==> config.mk <==
export PLATFORM = sky130hd
export DESIGN_NAME = sd_transfer_sequencer
export DESIGN_NICKNAME = d
export VERILOG_FILES = /design/src/rtl/sd_transfer_sequencer.sv
export SDC_FILE = /design/constraint.sdc
export NUM_CORES = 1
export LEC_CHECK = 0
export ABC_AREA = 1
export CAP_MARGIN = 20
export CORE_MARGIN = 10
export CORE_UTILIZATION = 55
export DETAILED_ROUTE_END_ITERATION = 6
export PLACE_DENSITY = 0.8
export SYNTH_ARGS = -nofsm -noshare
export SYNTH_HDL_FRONTEND = slang
export SYNTH_SLANG_ARGS = --single-unit
==> constraint.sdc <==
create_clock -name clk -period 4.5 [get_ports clk]
set_input_delay 0.45 -clock clk [delete_from_list [all_inputs] [get_ports clk]]
set_output_delay 0.45 -clock clk [all_outputs]
set_load 0.02 [all_outputs]
==> src/rtl/sd_transfer_sequencer.sv <==
// sd_transfer_sequencer: turns host block requests into SD controller transfers.
// It waits for the card to initialise, range-checks each request, retries failed attempts and pulses one response per request.
module sd_transfer_sequencer #(
    parameter logic [31:0] MAX_RETRY = 32'd3,
    parameter logic [31:0] TIMEOUT   = 32'd2000000,
    parameter logic [31:0] GAP       = 32'd8
) (
    input  logic        clk,
    input  logic        rst,
    input  logic        req_valid,
    output logic        req_ready,
    input  logic        req_we,
    input  logic [31:0] req_lba,
    input  logic [31:0] req_count,
    output logic        rsp_done,
    output logic [2:0]  rsp_err,
    output logic [2:0]  rsp_attempts,
    output logic        SD_Enable,
    output logic        SD_we,
    output logic [31:0] SD_Addr_Block,
    output logic [31:0] SD_SerialCount,
    input  logic        SD_Complite,
    input  logic        SD_Fail,
    input  logic        SD_Init_Complite,
    input  logic        SD_Init_Fail,
    input  logic [21:0] SD_DeviseSize
);
    typedef enum logic [2:0] {WAIT_INIT, IDLE, CHECK, ISSUE, WAIT_DONE, RELEASE, RESPOND, INIT_FAULT} state_t;
    state_t      state, state_n;
    logic        we_q, ok, faulted, ready_n, en_n, load_n, clear, timed_out;
    logic [31:0] lba_q, cnt_q, tcnt, gcnt;
    logic [2:0]  att, err_q, err_n;
    logic [32:0] cap, span;

    // 33-bit arithmetic so an LBA near 2^32 cannot wrap past the capacity check
    assign cap       = ({11'd0, SD_DeviseSize} + 33'd1) << 10;
    assign span      = {1'b0, lba_q} + {1'b0, cnt_q};
    assign clear     = !SD_Complite && !SD_Fail;
    assign timed_out = tcnt == TIMEOUT - 32'd1;

    always_ff @(posedge clk) begin
        if (rst) begin
            state          <= WAIT_INIT;
            err_q          <= 3'd0;
            req_ready      <= 1'b0;
            rsp_done       <= 1'b0;
            rsp_err        <= 3'd0;
            rsp_attempts   <= 3'd0;
            SD_Enable      <= 1'b0;
            SD_we          <= 1'b0;
            SD_Addr_Block  <= 32'd0;
            SD_SerialCount <= 32'd0;
            we_q           <= 1'b0;
            lba_q          <= 32'd0;
            cnt_q          <= 32'd0;
            att            <= 3'd0;
            tcnt           <= 32'd0;
            gcnt           <= 32'd0;
            ok             <= 1'b0;
            faulted        <= 1'b0;
        end else begin
            state        <= state_n;
            err_q        <= err_n;
            req_ready    <= ready_n;
            SD_Enable    <= en_n;
            rsp_done     <= state == RESPOND;
            rsp_err      <= state == RESPOND ? err_q : 3'd0;
            rsp_attempts <= state == RESPOND ? att : 3'd0;
            faulted      <= faulted || state_n == INIT_FAULT;
            att          <= (state == IDLE || state == INIT_FAULT) ? 3'd0 : (state == ISSUE && att != 3'd7) ? att + 3'd1 : att;
            tcnt         <= state == WAIT_DONE ? tcnt + 32'd1 : 32'd0;
            // the gap only counts cycles where the controller has dropped both status lines
            gcnt         <= (state == RELEASE && clear) ? gcnt + 32'd1 : 32'd0;
            if (state == IDLE && req_valid) {we_q, lba_q, cnt_q} <= {req_we, req_lba, req_count};
            if (state == WAIT_DONE) ok <= SD_Complite && !SD_Fail;
            if (load_n) {SD_we, SD_Addr_Block, SD_SerialCount} <= {we_q, lba_q, cnt_q};
        end
    end

    always_comb begin
        state_n = state;
        err_n   = err_q;
        case (state)
            WAIT_INIT:  state_n = SD_Init_Fail ? INIT_FAULT : SD_Init_Complite ? IDLE : WAIT_INIT;
            IDLE:       state_n = req_valid ? CHECK : IDLE;
            CHECK: begin
                state_n = (cnt_q == 32'd0 || span > cap) ? RESPOND : ISSUE;
                err_n   = cnt_q == 32'd0 ? 3'd4 : 3'd2;
            end
            ISSUE:      state_n = WAIT_DONE;
            WAIT_DONE:  state_n = (SD_Complite || SD_Fail || timed_out) ? RELEASE : WAIT_DONE;
            RELEASE: if (clear && gcnt + 32'd1 >= GAP) begin
                state_n = (ok || {29'd0, att} > MAX_RETRY) ? RESPOND : ISSUE;
                err_n   = ok ? 3'd0 : 3'd3;
            end
            RESPOND:    state_n = faulted ? INIT_FAULT : IDLE;
            INIT_FAULT: if (req_valid) begin
                state_n = RESPOND;
                err_n   = 3'd1;
            end
        endcase
    end

    always_comb begin
        ready_n = state_n == IDLE || state_n == INIT_FAULT;
        en_n    = state_n == WAIT_DONE;
        load_n  = state_n == ISSUE;
    end
endmodule
Word-level counts from Yosys, hierarchy flattened
Cells that the tools add are included.
Word-level totals
  output and inout bits: 74
  input port bits: 94
  word-level logic and storage cells: 82
  register bits: 214
Operators by class
  $lt $le $gt $ge: 3
  bitwise gates (word level): 3
  reduce and logical (&&, ||, !) cells: 23
  add/subtract/negate cells: 5
  equal/unequal tests: 15
  mux-type cells: 15
Operator list (number)
  $add A32 B1 Y32 const B: 2
  $add A32 B32 Y33: 1
  $gt A33 B33 Y1: 1
  $eq A32 B21 Y1 const B: 1
  $ge A32 B4 Y1 const B: 1
  $logic_not A32 Y1: 1
  $mux W3: 9
  $pmux W3 S8: 1
  $add A22 B1 Y23 const B: 1
  $eq A3 B3 Y1 const B: 6
  $eq A3 B2 Y1 const B: 3
  $pmux W3 S3: 1
  $reduce_or A2 Y1: 4
  $logic_or A1 B1 Y1: 7
  $eq A3 B1 Y1 const B: 2
  $logic_and A1 B1 Y1: 6
  $mux W2: 2
  $add A3 B1 Y3 const B: 1
  $gt A3 B2 Y1 const B: 1
  $logic_not A3 Y1: 1
  $ne A3 B3 Y1 const B: 1
  $not A1 Y1: 3
  $reduce_and A3 Y1: 1
  $reduce_bool A3 Y1: 1
  other kinds (4): 6

Longest topological paths before layout
  depth in word-level cells: 7
  gate-level depth with buffers: 38

Least setup slack after synthesis
Ideal clock, no wire load.
  path kind: flip-flop to flip-flop
  start: reg lba_q[0]
  end: reg SD_Addr_Block[0]
  stages on the path, launching flop included: 33
  setup slack: 0.395 ns
  buffers on the path: 2
  data arrival time: 3.992 ns
  path through: dfxtp_1 -> ha_1 -> fa_1 -> nand2_1 -> nand3_1 -> nand2_1 -> nand3_1 -> a21o_1 -> a21boi_0 -> o21ai_0 -> nand2_1 -> nand2_1 -> nand3_1 -> nand2_1 -> xor2_1 -> ha_1 -> nand2_1 -> nor2_1 -> nand3_1 -> nor2_1 -> nand3_1 -> nor2_1 -> nand2_1 -> nor2_1 -> nand4_1 -> nand2_1 -> a21boi_0 -> nor2_1 -> nand3_2 -> buf_6 -> buf_2 -> nor2_1 -> nor2_1
On the way
  longest elaborated chain between the ends: 6
RTL lines
  start, declared: line 31  | logic [31:0] lba_q, cnt_q, tcnt, gcnt;
  start signal, assigned: line 74  | if (state == IDLE && req_valid) {we_q, lba_q, cnt_q} <= {req_we, req_lba, req_count};
  $add A32 B32 Y33: line 37  | assign span = {1'b0, lba_q} + {1'b0, cnt_q};
  $gt A33 B33 Y1: line 87  | state_n = (cnt_q == 32'd0 || span > cap) ? RESPOND : ISSUE;
  $logic_or A1 B1 Y1: line 87
  $mux W3: line 87
  $pmux W3 S8: line 83  | case (state)
  $eq A3 B2 Y1: line 107  | load_n = state_n == ISSUE;
  end signal, assigned: line 76  | if (load_n) {SD_we, SD_Addr_Block, SD_SerialCount} <= {we_q, lba_q, cnt_q};
  end, declared: line 20  | output logic [31:0] SD_Addr_Block,
Parallel ways exist; a longest one is shown, timed or not.
A chain may end at the register's enable or synchronous reset.

Final worst setup path
  start: reg lba_q[0]
  end: reg SD_Addr_Block[19]
On the way
  longest elaborated chain between the ends: 6
RTL lines (line)
  $add A32 B32 Y33: 37
  $gt A33 B33 Y1: 87
  $logic_or A1 B1 Y1: 87
  $mux W3: 87
  $pmux W3 S8: 83
  $eq A3 B2 Y1: 107
Every way passes these cells.

==> reports/summary.md <==
The run gives 30.9% as the register share of total power. On the final layout, the worst clock skew is 13.1 ps. The design area is 15600 µm². For the area of placed instances, the log shows 14000 µm².

For this run, the leading register cell type out of synthesis is dfxtp_1. The run gives 12400 as the total number of vias. For the initial antenna violation count, the log shows 0.

The critical path start-end classification was reg2reg. The tool flagged a number of max-cap violations equal to 0. The run finished, with violations left. The run gives 24.4% as the clock share of power.

After the last flow step, the layout net total stands at 2171. Yosys printed 0 warnings. The met3 track utilization from global routing came out at 5.06%. The unique cell type count in the Yosys netlist came out at 41. For this run, the number of standard cells in the final layout without fillers is 2306.

Global routing used 32.3% of the available met1 tracks. CTS saw 214 sinks. In this run the standard cell core region covers 21000 µm². The cts-stage hold buffer count was 0; the fraction of power spent switching nets was 38.5%. The clock slew at the register clock pins of the worst setup and hold paths is 60 ps, and the cell area after technology mapping is 11700 µm². Once the floorplan was initialized, standard cells occupied 55.9% of the core. The slowest stage of the critical path is the dfxtp_4 cell. The routed wire length per instance came out at 16.1 µm.

Setup repair after global routing could not meet its margin everywhere. The via count of the first global-routing pass is 11700. The library cell used most frequently in the layout, excluding fill and tap cells, is nor2_1.

The routed design has 37100 µm of wire. The most used cell along the critical path was nand2_2. The final reports fail on setup timing. At the worst endpoint, the arrival time is 5120 ps. The logs give 0 for the total count of max-transition violations in the final report and 4950 ps for the data required time at the worst endpoint. The run gives 3 as the buffer levels on the longest clock path.

Leaving out fill and tap cells, the most frequent cells in the layout are 363 x nor2_1, 340 x nand2_1, 221 x inv_1. Entering global routing, the biggest net connects 61 pins. The number of enable-type register cells in the synthesized netlist was 0; the fraction of the yosys area taken by sequential cells was 36.5%.

After layout, the worst path uses 104% of the clock period. For this run, the top clock speed supported by timing is 214 MHz. Yosys attributes the largest share of cell area to dfxtp_1 36%, nand2_1 13%, nor2_1 12%, inv_1 7.1%, ha_1 6.6%. Layer with the highest usage: met2. In this run the worst path has a maximum fanout of 8. The worst pin sits at a relative slew slack of 31.4%. The final-layout fill cell count is 1623. The share of synthesized flip-flops with an asynchronous set or reset works out to 0%. The count of nets left with antenna violations once routing finished came out at 0.

For the worst-skew pair, the clock arrives at the later sink with an insertion delay of 520 ps. During placement, the flow inserted port buffers numbering 167. The cell-internal power is 4860 µW, and the number of violations reported at the end of detailed-routing iteration 0 is 943. The dominant cell type by area after synthesis is dfxtp_1. The logs give 39.1% for the routing usage on met2 and -166 ps for the setup slack after layout.

The total overflow reported by the global router was 0. The area overhead of the layout relative to synthesis was 33.2%; the power density over the cells was 505 nW/µm². The number of hold violations in the final report came out at 0. The tools report the net count after synthesis as 1939. The worst hold path class is reg2reg. Summed over its instances, the top area cell type makes up 36.5% of the synthesized netlist area. Synthesized area per cell: 6.59 µm². After detailed routing, the number of vias per cell comes to 5.39. The final period demand of the worst path is 4670 ps, and the placed wire-length estimate is 25700 µm. After detailed routing, the number of remaining DRC violations is 0. The number of antenna diodes in the final layout is 0. CTS placed an instance of clkbuf_16 at the clock tree root.

The capturing element type of the critical path was a flip-flop. TritonCTS built the clock tree. The number of placed instances, taps included, is 2236.

The worst-case IR drop observed on VDD is 0.000320 V. The number of clock buffers added by TritonCTS is 24. Global-route wire length before repair: 57400 µm. The setup violation total in the final timing report is 66, and the net switching power of the design is 3040 µW.

The logs give 1 for the number of H-tree levels and 0.00702 µW for the leakage power. The standard-cell row count was 53; the layout cell share with drive strength beyond 1 was 12.3%. The global-route usage over all layers is 24.3%, and the transition time at the pin with the least slew margin is 1030 ps. The startpoint class of the critical path was a flip-flop. Combinational cells account for 44.7% of the total power.

Routability-driven placement finished with a final weighted congestion of 0.901. For the final core utilization, the log shows 74.4%. The floorplan step defined a die boundary enclosing 27600 µm².

The flip-flop and latch count after synthesis was 214; the number of iterations in the first detailed-routing pass was 6. The tools report the number of top-level pins as 168. In the synthesized netlist, the number of instances is 1782. On the worst path, the slowest cell contributes a delay of 370 ps. The floorplan step set the die height to 166 µm. Overall die width: 166 µm.
[metal layers]
metal / up-vias / routed length (µm) / part of all wire, %
li1: 6128 / - / -
met1: 5716 / 16100 / 43
met2: 508 / 16800 / 45
met3: 71 / 3120 / 8.4
met4: 0 / 1020 / 2.8
met5: - / 0 / 0
[worst paths after layout]
kind,start,end,slack (ps),cells after the start
min reg2reg,err_q[0],rsp_err[0],430,2
max reg2reg,lba_q[0],SD_Addr_Block[19],-170,37
min,err_q[0],rsp_err[0],430,2
max,lba_q[0],SD_Addr_Block[19],-170,37
[power groups by stage]
stage / Sequential, µW / Combinational (µW) / Clock (µW)
floorplan: 2490 / 1710 / 0
global placement: 2450 / 2570 / 0
detailed placement: 2440 / 2640 / 0
CTS: 2420 / 3010 / 1950
global route: 2460 / 3860 / 2030
finish: 2440 / 3530 / 1930
[area by class of cell]
class,count,area (µm²),area share [%]
clock buffer,39,718,4.59
tap,275,344,2.20
inverter,227,853,5.46
sequential,214,4290,27.4
multi-input combinational,1294,6790,43.4
timing repair buffer,253,2580,16.5
clock inverter,4,56.3,0.360
[sequential cells by signal, indices dropped and copies added, names as in the netlist]
signal,cells
lba_q,32
gcnt,32
err_q,3
tcnt,32
rsp_attempts,3
SD_we,1
we_q,1
SD_Enable,1
rsp_err,3
rsp_done,1
ok,1
faulted,1
att,3
SD_SerialCount,32
state,3
req_ready,1
cnt_q,32
SD_Addr_Block,32
[critical path, delay by kind of cell (launching register included)]
family | cells | cell delay (ps)
and+or+nand+nor | 27 | 2520
adders and majority gates | 3 | 820
buffers and inverters | 4 | 540
DFF | 1 | 370
AOI/OAI and AO/OA | 2 | 190
xor gates and xnor gates | 1 | 150
[through the flow]
step	worst slack (ps)	setup TNS [ps]	hold slack (ps)	power, µW
floorplan	395	0	405	4200
global placement	-348	-21460	427	5020
detailed placement	-499	-28590	424	5080
CTS	26.1	0	434	7380
global route	-453	-26030	459	8350
finish	-166	-6800	435	7890
[cell usage after synthesis (2+ instances only)]
master and number:
nand2_1 395, nor2_1 385, inv_1 223, dfxtp_1 214, a21oi_1 113, o21ai_0 99
ha_1 62, nand3_1 57, xor2_1 35, clkbuf_1 32, nor3_1 27, nand4_1 25
nor4_1 14, nand3b_1 11, xnor2_1 11, or2_2 8, a31oi_1 6, buf_2 6
nor3b_1 6, o21bai_1 6, buf_6 5, nand3_2 4, o211ai_1 4, o21a_1 4
a211oi_1 3, buf_4 3, inv_2 3, nor2_4 3, a21boi_0 2, a21o_1 2
nand2_2 2, nor2_2 2, o31ai_1 2
[cells by family after synthesis]
group                    count (synthesis)  share of synthesized area [%]
XOR/XNOR                                46                           3.43
AND/OR/NAND/NOR                        942                           33.1
buffers and inverters                  274                           9.24
flip-flops                             214                           36.5
adder cells (fa/ha/maj)                 63                           6.78
AO/OA/AOI/OAI                          243                           11.0
[repair_timing]
item | 4_1_cts | 5_1_grt
resized for setup | 41 | 108
setup endpoints to repair | 67 | 69
gates cloned | 4 | 6
pin swaps | 26 | 55
buffers inserted | 12 | 9
Power figures use the tool's default switching activity.
